--- config.mk ---
export PLATFORM = sky130hd
export DESIGN_NAME = lcd_scanout_flat
export DESIGN_NICKNAME = d
export VERILOG_FILES = /design/src/rtl/lcd_scanout_if.sv /design/src/rtl/lcd_scanout.sv /design/src/flat_wrapper.sv
export SDC_FILE = /design/constraint.sdc
export NUM_CORES = 1
export LEC_CHECK = 0
export BUFFER_PORTS_ARGS = -buffer_cell sky130_fd_sc_hd__buf_2
export CAP_MARGIN = 20
export CORE_AREA = 2 2 75 77
export DETAILED_ROUTE_END_ITERATION = 7
export DIE_AREA = 0 0 77 79
export PLACE_DENSITY = 0.75
export SLEW_MARGIN = 25
export SYNTH_ARGS = -nofsm -noshare
export SYNTH_HDL_FRONTEND = slang
export SYNTH_SLANG_ARGS = --single-unit
--- constraint.sdc ---
create_clock -name clk -period 2.3 [get_ports clk]
set_input_delay 0.46 -clock clk [delete_from_list [all_inputs] [get_ports clk]]
set_output_delay 0.46 -clock clk [all_outputs]
set_load 0.05 [all_outputs]
--- src/rtl/lcd_scanout_if.sv ---
// Frame-buffer read port and pixel stream shared by the scan-out reader and its neighbours.
interface lcd_scanout_if #(
  parameter int PIX_BITS = 2
);
  logic                fb_rd_en;
  logic [7:0]          fb_rd_x;
  logic [7:0]          fb_rd_y;
  logic [PIX_BITS-1:0] fb_rd_data;
  logic                pix_valid;
  logic                pix_ready;
  logic [PIX_BITS-1:0] pix_data;
  logic                pix_sof;
  logic                pix_eol;
  logic                pix_eof;

  modport master (
    output fb_rd_en, fb_rd_x, fb_rd_y,
    input  fb_rd_data,
    output pix_valid, pix_data, pix_sof, pix_eol, pix_eof,
    input  pix_ready
  );

  modport slave (
    input  fb_rd_en, fb_rd_x, fb_rd_y,
    output fb_rd_data,
    input  pix_valid, pix_data, pix_sof, pix_eol, pix_eof,
    output pix_ready
  );
endinterface

--- src/rtl/lcd_scanout.sv ---
// Walks a finished LCD frame buffer in raster order and streams shades over valid/ready.
module lcd_scanout #(
  parameter int WIDTH      = 160,
  parameter int HEIGHT     = 144,
  parameter int PIX_BITS   = 2,
  parameter int FIFO_DEPTH = 4
) (
  input  logic          clk,
  input  logic          reset,
  input  logic          render_complete,
  lcd_scanout_if.master bus,
  output logic          busy,
  output logic          frame_done,
  output logic          frame_dropped
);
  localparam int PW = $clog2(FIFO_DEPTH);
  localparam int CW = PW + 1;
  localparam logic [7:0] X_LAST = 8'(WIDTH - 1);
  localparam logic [7:0] Y_LAST = 8'(HEIGHT - 1);

  typedef enum logic [1:0] {IDLE, FETCH, DRAIN} state_e;
  typedef struct packed { logic sof; logic eol; logic eof; } tag_t;
  typedef struct packed { logic [PIX_BITS-1:0] data; tag_t tag; } entry_t;

  state_e        state_q, state_d;
  logic [7:0]    x_q, x_d, y_q, y_d;
  logic          inflight_q, inflight_d;
  tag_t          tag_q, tag_d;
  entry_t        mem_q [FIFO_DEPTH];
  entry_t        mem_d [FIFO_DEPTH];
  logic [PW-1:0] wr_ptr_q, wr_ptr_d, rd_ptr_q, rd_ptr_d;
  logic [CW-1:0] count_q, count_d;
  logic          rc_q, rc_d;
  logic          frame_done_q, frame_done_d;
  logic          frame_dropped_q, frame_dropped_d;

  logic   rd_en, last_rd, push, pop, valid, eof_pop;
  entry_t head;

  // FSM outputs and read issue: room is judged on occupancy before this cycle's pop
  always_comb begin
    busy  = (state_q != IDLE);
    rd_en = (state_q == FETCH) &&
            (({1'b0, count_q} + (CW+1)'(inflight_q)) < (CW+1)'(FIFO_DEPTH));
  end

  // Buffer head and handshake decode
  always_comb begin
    head    = mem_q[rd_ptr_q];
    valid   = (count_q != '0);
    pop     = valid && bus.pix_ready;
    push    = inflight_q;
    last_rd = rd_en && (x_q == X_LAST) && (y_q == Y_LAST);
    eof_pop = pop && head.tag.eof;
  end

  // FSM next state; popping the eof entry implies the buffer empties with nothing in flight
  always_comb begin
    state_d = state_q;
    case (state_q)
      IDLE:    if (render_complete) state_d = FETCH;
      FETCH:   if (last_rd)         state_d = DRAIN;
      DRAIN:   if (eof_pop)         state_d = IDLE;
      default:                      state_d = IDLE;
    endcase
  end

  // Address walk, in-flight tags, output buffer and pulse generation
  always_comb begin
    x_d = x_q;
    y_d = y_q;
    if (rd_en) begin
      if (x_q == X_LAST) begin
        x_d = '0;
        y_d = (y_q == Y_LAST) ? '0 : y_q + 8'd1;
      end else begin
        x_d = x_q + 8'd1;
      end
    end
    inflight_d = rd_en;
    tag_d      = tag_q;
    if (rd_en) tag_d = '{sof: (x_q == '0) && (y_q == '0), eol: (x_q == X_LAST), eof: last_rd};

    mem_d    = mem_q;
    wr_ptr_d = wr_ptr_q;
    rd_ptr_d = rd_ptr_q;
    count_d  = count_q;
    if (push) begin
      mem_d[wr_ptr_q] = '{data: bus.fb_rd_data, tag: tag_q};
      wr_ptr_d        = wr_ptr_q + PW'(1);
    end
    if (pop) rd_ptr_d = rd_ptr_q + PW'(1);
    case ({push, pop})
      2'b10:   count_d = count_q + CW'(1);
      2'b01:   count_d = count_q - CW'(1);
      default: count_d = count_q;
    endcase

    rc_d            = render_complete;
    frame_done_d    = eof_pop;
    frame_dropped_d = busy && render_complete && !rc_q;
  end

  // Control state registers with synchronous active-low reset
  always_ff @(posedge clk) begin
    if (!reset) begin
      state_q         <= IDLE;
      x_q             <= '0;
      y_q             <= '0;
      inflight_q      <= 1'b0;
      tag_q           <= '0;
      wr_ptr_q        <= '0;
      rd_ptr_q        <= '0;
      count_q         <= '0;
      rc_q            <= 1'b0;
      frame_done_q    <= 1'b0;
      frame_dropped_q <= 1'b0;
    end else begin
      state_q         <= state_d;
      x_q             <= x_d;
      y_q             <= y_d;
      inflight_q      <= inflight_d;
      tag_q           <= tag_d;
      wr_ptr_q        <= wr_ptr_d;
      rd_ptr_q        <= rd_ptr_d;
      count_q         <= count_d;
      rc_q            <= rc_d;
      frame_done_q    <= frame_done_d;
      frame_dropped_q <= frame_dropped_d;
    end
  end

  // Buffer storage needs no reset; it is only observed through a non-zero count
  always_ff @(posedge clk) begin
    mem_q <= mem_d;
  end

  // The issue rule must never let a push land on a full buffer
  always_ff @(posedge clk) begin
    if (reset && push && !pop) assert (count_q != CW'(FIFO_DEPTH));
  end

  // Stream outputs gated to zero while the buffer is empty
  always_comb begin
    bus.fb_rd_en  = rd_en;
    bus.fb_rd_x   = x_q;
    bus.fb_rd_y   = y_q;
    bus.pix_valid = valid;
    bus.pix_data  = valid ? head.data    : '0;
    bus.pix_sof   = valid ? head.tag.sof : 1'b0;
    bus.pix_eol   = valid ? head.tag.eol : 1'b0;
    bus.pix_eof   = valid ? head.tag.eof : 1'b0;
    frame_done    = frame_done_q;
    frame_dropped = frame_dropped_q;
  end
endmodule
--- src/flat_wrapper.sv ---
// flat-port wrapper written by rule: the top's interface ports become plain ports
module lcd_scanout_flat 
#(
  parameter int WIDTH      = 160,
  parameter int HEIGHT     = 144,
  parameter int PIX_BITS   = 2,
  parameter int FIFO_DEPTH = 4
)
  (clk, reset, render_complete, busy, frame_done, frame_dropped, bus_fb_rd_en, bus_fb_rd_x, bus_fb_rd_y, bus_fb_rd_data, bus_pix_valid, bus_pix_data, bus_pix_sof, bus_pix_eol, bus_pix_eof, bus_pix_ready);
  lcd_scanout_if #(.PIX_BITS(PIX_BITS)) bus_i ();
  input  logic clk;
  input  logic reset;
  input  logic render_complete;
  output logic busy;
  output logic frame_done;
  output logic frame_dropped;
  output wire logic [$bits(bus_i.fb_rd_en)-1:0] bus_fb_rd_en;
  output wire logic [$bits(bus_i.fb_rd_x)-1:0] bus_fb_rd_x;
  output wire logic [$bits(bus_i.fb_rd_y)-1:0] bus_fb_rd_y;
  input wire logic [$bits(bus_i.fb_rd_data)-1:0] bus_fb_rd_data;
  output wire logic [$bits(bus_i.pix_valid)-1:0] bus_pix_valid;
  output wire logic [$bits(bus_i.pix_data)-1:0] bus_pix_data;
  output wire logic [$bits(bus_i.pix_sof)-1:0] bus_pix_sof;
  output wire logic [$bits(bus_i.pix_eol)-1:0] bus_pix_eol;
  output wire logic [$bits(bus_i.pix_eof)-1:0] bus_pix_eof;
  input wire logic [$bits(bus_i.pix_ready)-1:0] bus_pix_ready;
  assign bus_fb_rd_en = bus_i.fb_rd_en;
  assign bus_fb_rd_x = bus_i.fb_rd_x;
  assign bus_fb_rd_y = bus_i.fb_rd_y;
  assign bus_i.fb_rd_data = bus_fb_rd_data;
  assign bus_pix_valid = bus_i.pix_valid;
  assign bus_pix_data = bus_i.pix_data;
  assign bus_pix_sof = bus_i.pix_sof;
  assign bus_pix_eol = bus_i.pix_eol;
  assign bus_pix_eof = bus_i.pix_eof;
  assign bus_i.pix_ready = bus_pix_ready;
  lcd_scanout #(.WIDTH(WIDTH), .HEIGHT(HEIGHT), .PIX_BITS(PIX_BITS), .FIFO_DEPTH(FIFO_DEPTH)) u_core (.clk(clk), .reset(reset), .render_complete(render_complete), .bus(bus_i), .busy(busy), .frame_done(frame_done), .frame_dropped(frame_dropped));
endmodule
==> metrics.txt, run 1 <==
crit share post-route 0.9243; Initial Utilization 0.4313; Leakage 0.001009 uW; Vert. Die Dim 79 microns; average detailed-routed wire length per instance 12.83 microns; standard-cell rows 27; worst setup slack after placement 0.1236 ns; FF+latch count, synth 52; final critical-path required period 2.126 ns; H-Tree Level Count 2; most area-consuming cells after synthesis sky130_fd_sc_hd__dfxtp_1 (28%), sky130_fd_sc_hd__edfxtp_1 (26%), sky130_fd_sc_hd__ha_1 (4.9%); number of enable flip-flop cells after synthesis 20; unique cell type count in the Yosys netlist 34; Residual DRC 0; maximum buffer depth of the clock tree 2; clock net sink count 52; Synth Cell Area 0.002302 sq mm; Worst Hold Class in -> reg; die area 0.006083 sq mm; global-route wire length before repair 6.679 mm; Die X-Extent 77 microns; Max IR drop VDD 0.3979 mV; number of buffers created by CTS 5; global route overflow 0; final setup TNS 0 ns; Warnings, synthesis 0; first drt pass iteration count 4; number of antenna violations at the first check in global routing 0; CTS Hold Buffers Added 0; GR Util All Layers 0.1381; number of buffers added for setup after CTS 0; count of final max-slew check failures 0; total count of hold-check failures in the final report 0; Detailed Place HPWL 2.892 mm; result of the run completed; clock slew at the register clock pins of the worst setup and hold paths 0.09 ns; cell count after synthesis 211; total power density per cell area 839.0 mW/mm^2; filler cell count 528; via count of the first global-routing pass 1432; share of flip-flops with an asynchronous set or reset after synthesis 0; Vias per Instance 4.942; worst endpoint data arrival time 1.67 ns; Primary FF master, synth sky130_fd_sc_hd__dfxtp_1; number of DRC markers after the initial detailed-route iteration 95; TritonCTS clock tree built; CP Class reg -> out; required arrival time at the worst endpoint 1.84 ns; pin count of the biggest net entering global routing 15; number of max-capacitance violations reported 0; transition time of the tightest slew-check pin 0.4473 ns; Net Count, Synth 227; Skew-Pair Late Insertion Delay 0.29 ns; Area Overhead vs Synth 12.55%; Antenna Diode Count 0; remaining max-slew budget at the tightest pin 0.7015; area share of the leading cell type in the synthesized netlist 0.2783; clock skew 0.004510 ns; highest fanout seen on the critical path 7; Routed Antenna Nets 0; unrepaired setup endpoints after global routing no; Worst setup EP type primary output; I/O pin count 32; Design Power 2174 uW; total routed wirelength 4.016 mm; startpoint types register; top library cells by usage in the layout, fill and taps aside sky130_fd_sc_hd__buf_2 (31), sky130_fd_sc_hd__dfxtp_1 (31), sky130_fd_sc_hd__nor2_1 (24), sky130_fd_sc_hd__edfxtp_1 (20), sky130_fd_sc_hd__nand2_1 (14); Floorplan Core Area 0.005338 sq mm; Fmax achieved 0.4704 GHz; library cell occupying the most area in the post-synthesis netlist sky130_fd_sc_hd__dfxtp_1; share of post-route cells with drive strength above 1 0.2241; post-synthesis average cell area 10.91 sq um; sequential share of the synthesized area 0.5391; Final Wtd Congestion 0.7790; Vias 1547; Setup Viol. Count Final 0; # nets final 256; count of input and output buffers 31; cell chosen for the clock root sky130_fd_sc_hd__clkbuf_8; setup slack of the critical path after layout 0.1740 ns
-- cell usage after synthesis, types with 2 or more instances --
master and n:
sky130_fd_sc_hd__a21oi_1 12, sky130_fd_sc_hd__and2_1 12, sky130_fd_sc_hd__and3_1 4, sky130_fd_sc_hd__and4_2 2, sky130_fd_sc_hd__buf_2 4, sky130_fd_sc_hd__clkbuf_1 5
sky130_fd_sc_hd__dfxtp_1 32, sky130_fd_sc_hd__edfxtp_1 20, sky130_fd_sc_hd__ha_1 9, sky130_fd_sc_hd__inv_1 11, sky130_fd_sc_hd__mux2i_1 3, sky130_fd_sc_hd__mux4_2 5
sky130_fd_sc_hd__nand2_1 14, sky130_fd_sc_hd__nand3_1 5, sky130_fd_sc_hd__nand3_2 2, sky130_fd_sc_hd__nand4_1 5, sky130_fd_sc_hd__nor2_1 24, sky130_fd_sc_hd__nor3_1 4
sky130_fd_sc_hd__o21a_1 2, sky130_fd_sc_hd__o21ai_0 5, sky130_fd_sc_hd__or2_2 3, sky130_fd_sc_hd__or3_1 5, sky130_fd_sc_hd__xnor2_1 5, sky130_fd_sc_hd__xor2_1 8
-- critical path: stages (launching register included) --
cell and delay, ns:
sky130_fd_sc_hd__dfxtp_2 0.46, sky130_fd_sc_hd__mux4_2 0.55, sky130_fd_sc_hd__and2_1 0.17, sky130_fd_sc_hd__buf_2 0.20
-- final cells by class --
cell class                 count  area [sq um]  share of cell area
clock buffer                   7         76.32             0.02945
clock inverter                 1         3.754            0.001449
inverter                      12         45.04             0.01738
multi-input combinational    137         970.9              0.3747
sequential                    52          1242              0.4795
tap                           72         90.09             0.03477
timing repair buffer          32         162.7             0.06277
-- flip-flops by register name, summed over array words and instances, names as in the netlist --
register,flops
u_core.inflight_q,1
u_core.count_q,3
u_core.bus.fb_rd_x,8
u_core.tag_q,3
u_core.rd_ptr_q,2
u_core.rc_q,1
u_core.bus.fb_rd_y,8
u_core.frame_dropped,1
u_core.wr_ptr_q,2
u_core.frame_done,1
u_core.state_q,2
u_core.mem_q,20
-- power breakdown --
| part | internal, uW | switching [uW] |
|---|---|---|
| Sequential | 1010 | 70.0 |
| Clock | 212 | 265 |
| Combinational | 212 | 408 |
-- cell families after synthesis --
kind of cell / synth area share
xor+xnor: 0.04946
mux: 0.06196
flops: 0.5391
buf+inv: 0.04130
fa+ha+maj: 0.05761
simple gates: 0.2044
compound gates: 0.04619
-- per-stage QoR --
stage | utilization | hold slack (ns) | cells | area (sq um)
after floorplan | - | 0.4370 | 211 | 2306
after global placement | 0.4693 | 0.4824 | 305 | 2505
after detailed placement | 0.4693 | 0.4737 | 305 | 2505
after CTS | 0.4845 | 0.3873 | 313 | 2586
after global routing | 0.4855 | 0.3841 | 313 | 2591
final | 0.4855 | 0.3926 | 313 | 2591
-- final timing paths --
path | start | to | slack (ns) | cells past startpoint
max | u_core.rd_ptr_q[0] | bus_pix_eof | 0.17 | 3
min | bus_fb_rd_data[1] | u_core.mem_q[19] | 0.39 | 1
max reg2reg | u_core.count_q[0] | u_core.count_q[2] | 0.20 | 8
min reg2reg | u_core.state_q[1] | u_core.state_q[0] | 0.49 | 1
-- metal layers --
metal  part of all wire  vias up  track usage
met2               0.48       32       0.2263
met4             0.0035        0      0.02679
met1               0.48      728       0.1864
met5                  0        -            0
li1                   -      785            -
met3              0.036        2      0.03750
-- what timing repair did --
item                                    CTS  global route
pin swaps                                 0             0
endpoints found under the setup margin    2             1
gates cloned                              0             0
gates resized for setup                   1             1
Note: power is estimated with default switching activity, not from simulation.
==> inputs of run 2 (changes only) <==
Settings changed: SETUP_SLACK_MARGIN from default to 0.2.
==> metrics.txt, run 2 (same netlist as run 1, synthesis figures left out) <==
Max IR drop VDD 0.4493 mV; Routed Antenna Nets 0; H-Tree Level Count 2; worst setup slack after placement 0.1766 ns; minimum setup slack among reg-to-reg paths 0.29 ns; slowest cell on the critical path sky130_fd_sc_hd__mux4_2; required arrival time at the worst endpoint 1.84 ns; Setup Viol. Count Final 0; global-route wire length before repair 6.927 mm; top library cells by usage in the layout, fill and taps aside sky130_fd_sc_hd__dfxtp_1 (28), sky130_fd_sc_hd__buf_2 (26), sky130_fd_sc_hd__nor2_1 (24), sky130_fd_sc_hd__edfxtp_1 (20), sky130_fd_sc_hd__nand2_1 (14); number of max-capacitance violations reported 0; maximum buffer depth of the clock tree 2; Vias per Instance 4.968; clock net sink count 52; most common library cell in the layout ignoring fill and taps sky130_fd_sc_hd__dfxtp_1; # nets final 256; hold path depth 1; number of buffers added for setup after CTS 0; average detailed-routed wire length per instance 13.27 microns; worst endpoint data arrival time 1.58 ns; Die X-Extent 77 microns; Floorplan Core Area 0.005338 sq mm; transition time of the tightest slew-check pin 0.4918 ns; die area 0.006083 sq mm; count of final max-slew check failures 0; final critical-path required period 2.040 ns; Area Overhead vs Synth 15.05%; TritonCTS clock tree built; worst path cell trace mux4_2, and2_1, buf_6; Critical R2R Capture u_core.count_q[2]; via count of the first global-routing pass 1521; max FFs per register 20; count of input and output buffers 31; global routing's busiest layer met2; crit share post-route 0.8869; Fmax achieved 0.4903 GHz; Vert. Die Dim 79 microns; met3 usage 0.03409; result of the run completed; setup slack of the critical path after layout 0.2602 ns; M1 GR Usage 0.1752; number of buffers created by CTS 5; global route overflow 0; Initial Utilization 0.4313; CP Class reg -> out; remaining max-slew budget at the tightest pin 0.6718; clock slew at the register clock pins of the worst setup and hold paths 0.09 ns; hold slack final 0.3776 ns; clock skew 0.006406 ns; CTS Hold Buffers Added 0; total power density per cell area 863.6 mW/mm^2; pin count of the biggest net entering global routing 17; standard-cell rows 27; first drt pass iteration count 4; GR met2 Demand/Resource 0.2509; highest cell delay on the worst timing path 0.52 ns; Antenna Diode Count 0; number of antenna violations at the first check in global routing 0; beginning of the worst hold path bus_fb_rd_data[1]; register with the most flip-flops u_core.mem_q; kind of cell adding the most delay to the critical path multiplexers; share of post-route cells with drive strength above 1 0.2531; reg2reg start u_core.count_q[2]; startpoint types register; sink of the worst hold path u_core.mem_q[14]; Leakage 0.001017 uW; I/O pin count 32; cell chosen for the clock root sky130_fd_sc_hd__clkbuf_8; Detailed Place HPWL 3.031 mm; Final Wtd Congestion 0.7633; Worst setup EP type primary output; number of buffers and inverters on the critical path 1; number of DRC markers after the initial detailed-route iteration 65; Skew-Pair Late Insertion Delay 0.30 ns; Worst Hold Class in -> reg; Residual DRC 0; total count of hold-check failures in the final report 0; highest fanout seen on the critical path 7; cells on worst reg2reg path 8; final setup TNS 0 ns; Vias 1555; GR Util All Layers 0.1458; unrepaired setup endpoints after global routing yes; total routed wirelength 4.154 mm
## run 2: cell count changes in the layout (fill, tap and decap cells not counted), sizes merged
cell and delta:
clkinv +1, clkinvlp +1, clkbuf -1, inv -1
## run 2: what timing repair did
item,CTS,global route
hold endpoints to repair,0,0
endpoints found under the setup margin,6,8
gates resized for setup,3,18
## run 2: routing by layer
metal,part of all wire,routed length [microns],vias up
li1,-,-,781
met3,0.048,201,7
met1,0.46,1894,722
met5,0,0,-
met2,0.48,1983,45
met4,0.018,74,0
## run 2: how the worst max path moves through the flow
stage,end,slack (ns),cells past startpoint,from
after detailed placement,u_core.count_q[2],0.18,8,u_core.count_q[2]
after global routing,u_core.count_q[2],0.16,8,u_core.count_q[2]
after CTS,bus_pix_eol,0.20,3,u_core.rd_ptr_q[0]
after floorplan,u_core.count_q[2],0.22,10,u_core.count_q[2]
after global placement,u_core.count_q[2],0.30,8,u_core.count_q[2]
final,bus_pix_eof,0.26,3,u_core.rd_ptr_q[0]
## run 2: worst reg2reg max path, stage by stage (launching register included)
cell and delay (ns):
sky130_fd_sc_hd__dfxtp_1 0.35, sky130_fd_sc_hd__or3_4 0.43, sky130_fd_sc_hd__and2_2 0.25, sky130_fd_sc_hd__ha_4 0.17, sky130_fd_sc_hd__inv_1 0.06, sky130_fd_sc_hd__fa_1 0.17, sky130_fd_sc_hd__xor2_1 0.08, sky130_fd_sc_hd__or3_1 0.30
sky130_fd_sc_hd__a21oi_1 0.13
## run 2: report_power, final
part / switching (uW) / internal [uW]
sequential: 70.1 / 1010
clock: 286 / 213
combinational: 429 / 276
## run 2: final cells by class
| class | count | area, sq um |
|---|---|---|
| inverter | 12 | 46.29 |
| multi-input combinational | 137 | 984.7 |
| timing repair buffer | 32 | 193.9 |
| fill | 507 | 2689 |
| sequential | 52 | 1249 |
| clock buffer | 6 | 72.57 |
| tap | 72 | 90.09 |
| clock inverter | 2 | 12.51 |
## run 2: stage by stage
stage	util	power, uW	area, sq um	std cells
CTS	0.4890	2237	2610	313
finish	0.4962	2288	2649	313
floorplan	-	1641	2328	211
global route	0.4962	2405	2649	313
detailed placement	0.4721	1732	2520	305
global placement	0.4721	1715	2520	305
==> inputs of run 3 (changes only) <==
Settings changed: ABC_CLOCK_PERIOD_IN_PS from default to 2300, CTS_BUF_LIST from default to sky130_fd_sc_hd__clkbuf_4 sky130_fd_sc_hd__clkbuf_8, SLEW_MARGIN 25 to default.
==> metrics.txt, run 3 (same netlist as run 1, synthesis figures left out) <==
result of the run completed; Vias per Instance 4.968; count of input and output buffers 31; Vert. Die Dim 79 microns; global route overflow 0; pin count of the biggest net entering global routing 17; CP Class reg -> out; H-Tree Level Count 2; number of max-capacitance violations reported 0; final critical-path required period 2.040 ns; Skew-Pair Late Insertion Delay 0.30 ns; Die X-Extent 77 microns; I/O pin count 32; Final Wtd Congestion 0.7633; unrepaired setup endpoints after global routing yes; Worst setup EP type primary output; number of DRC markers after the initial detailed-route iteration 65; Residual DRC 0; most common library cell in the layout ignoring fill and taps sky130_fd_sc_hd__dfxtp_1; clock slew at the register clock pins of the worst setup and hold paths 0.09 ns; number of antenna violations at the first check in global routing 0; Fmax achieved 0.4903 GHz; Routed Antenna Nets 0; via count of the first global-routing pass 1521; end-of-flow core utilization 0.4970; Floorplan Core Area 0.005338 sq mm; Max IR drop VDD 0.4493 mV; crit share post-route 0.8869; transition time of the tightest slew-check pin 0.4918 ns; startpoint types register; Vias 1555; count of final max-slew check failures 0; Area Overhead vs Synth 15.22%; setup slack of the critical path after layout 0.2602 ns; clock skew 0.006515 ns; remaining max-slew budget at the tightest pin 0.6718; total power density per cell area 866.9 mW/mm^2; Antenna Diode Count 0; Worst Hold Class in -> reg; maximum buffer depth of the clock tree 2; DP Area 0.002520 sq mm; post-route cell area 0.002653 sq mm; max FFs per register 20; required arrival time at the worst endpoint 1.84 ns; global-route wire length before repair 6.927 mm; die area 0.006083 sq mm; top library cells by usage in the layout, fill and taps aside sky130_fd_sc_hd__dfxtp_1 (28), sky130_fd_sc_hd__buf_2 (26), sky130_fd_sc_hd__nor2_1 (24), sky130_fd_sc_hd__edfxtp_1 (20), sky130_fd_sc_hd__nand2_1 (14); register with the most flip-flops u_core.mem_q; Detailed Place HPWL 3.031 mm; standard-cell rows 27; share of post-route cells with drive strength above 1 0.2573; final setup TNS 0 ns; worst setup slack after placement 0.1766 ns; Initial Utilization 0.4313; total routed wirelength 4.155 mm; number of buffers created by CTS 5; highest fanout seen on the critical path 7; clock net sink count 52; total count of hold-check failures in the final report 0; worst endpoint data arrival time 1.58 ns; first drt pass iteration count 4; cell chosen for the clock root sky130_fd_sc_hd__clkbuf_8; TritonCTS clock tree built; average detailed-routed wire length per instance 13.27 microns; number of buffers added for setup after CTS 0; Setup Viol. Count Final 0; GR Util All Layers 0.1458; Leakage 0.001021 uW; # nets final 256
## run 3: repair_timing
item	4_1_cts	5_1_grt
hold buffers	0	0
endpoints found under the hold margin	0	0
pin swaps	0	0
gates resized for setup	3	18
setup endpoints to repair	6	8
## run 3: critical path, stage by stage, from the launching register on
cell and delay, ns:
sky130_fd_sc_hd__dfxtp_4 0.43, sky130_fd_sc_hd__mux4_2 0.52, sky130_fd_sc_hd__and2_1 0.18, sky130_fd_sc_hd__buf_6 0.15
## run 3: area by class of cell
| class | count | area [sq um] |
|---|---|---|
| flip-flops and latches | 52 | 1249 |
| clock inverters | 2 | 12.51 |
| well taps | 72 | 90.09 |
| inverters | 12 | 46.29 |
| repair buffers | 32 | 193.9 |
| fillers | 507 | 2685 |
| multi-input cells | 137 | 984.7 |
| clock buffers | 6 | 76.32 |
## run 3: metrics by stage
stage	std cells	power [uW]	hold slack (ns)
floorplan	211	1641	0.4370
global placement	305	1715	0.4809
detailed placement	305	1732	0.4807
CTS	313	2249	0.3676
global route	313	2417	0.3680
finish	313	2300	0.3775
## run 3: per-layer routing
layer,wire (microns),up-vias,GRT usage
li1,-,781,-
met1,1895,722,0.1752
met2,1983,45,0.2509
met3,201,7,0.03409
met4,74,0,0.06429
met5,0,-,0
## run 3: power breakdown
group / switching (uW) / internal (uW)
combinational: 429 / 276
clock: 286 / 225
sequential: 70.1 / 1010
total: 785 / 1510
## run 3: worst paths after layout
path                            depth (start not counted)                from  slack, ns                    to
worst max-delay path                                    3  u_core.rd_ptr_q[0]       0.26           bus_pix_eof
worst max register to register                          8   u_core.count_q[2]       0.29     u_core.count_q[2]
worst min-delay path                                    1   bus_fb_rd_data[1]       0.38      u_core.mem_q[14]
worst min register to register                          1         u_core.rc_q       0.50  u_core.frame_dropped
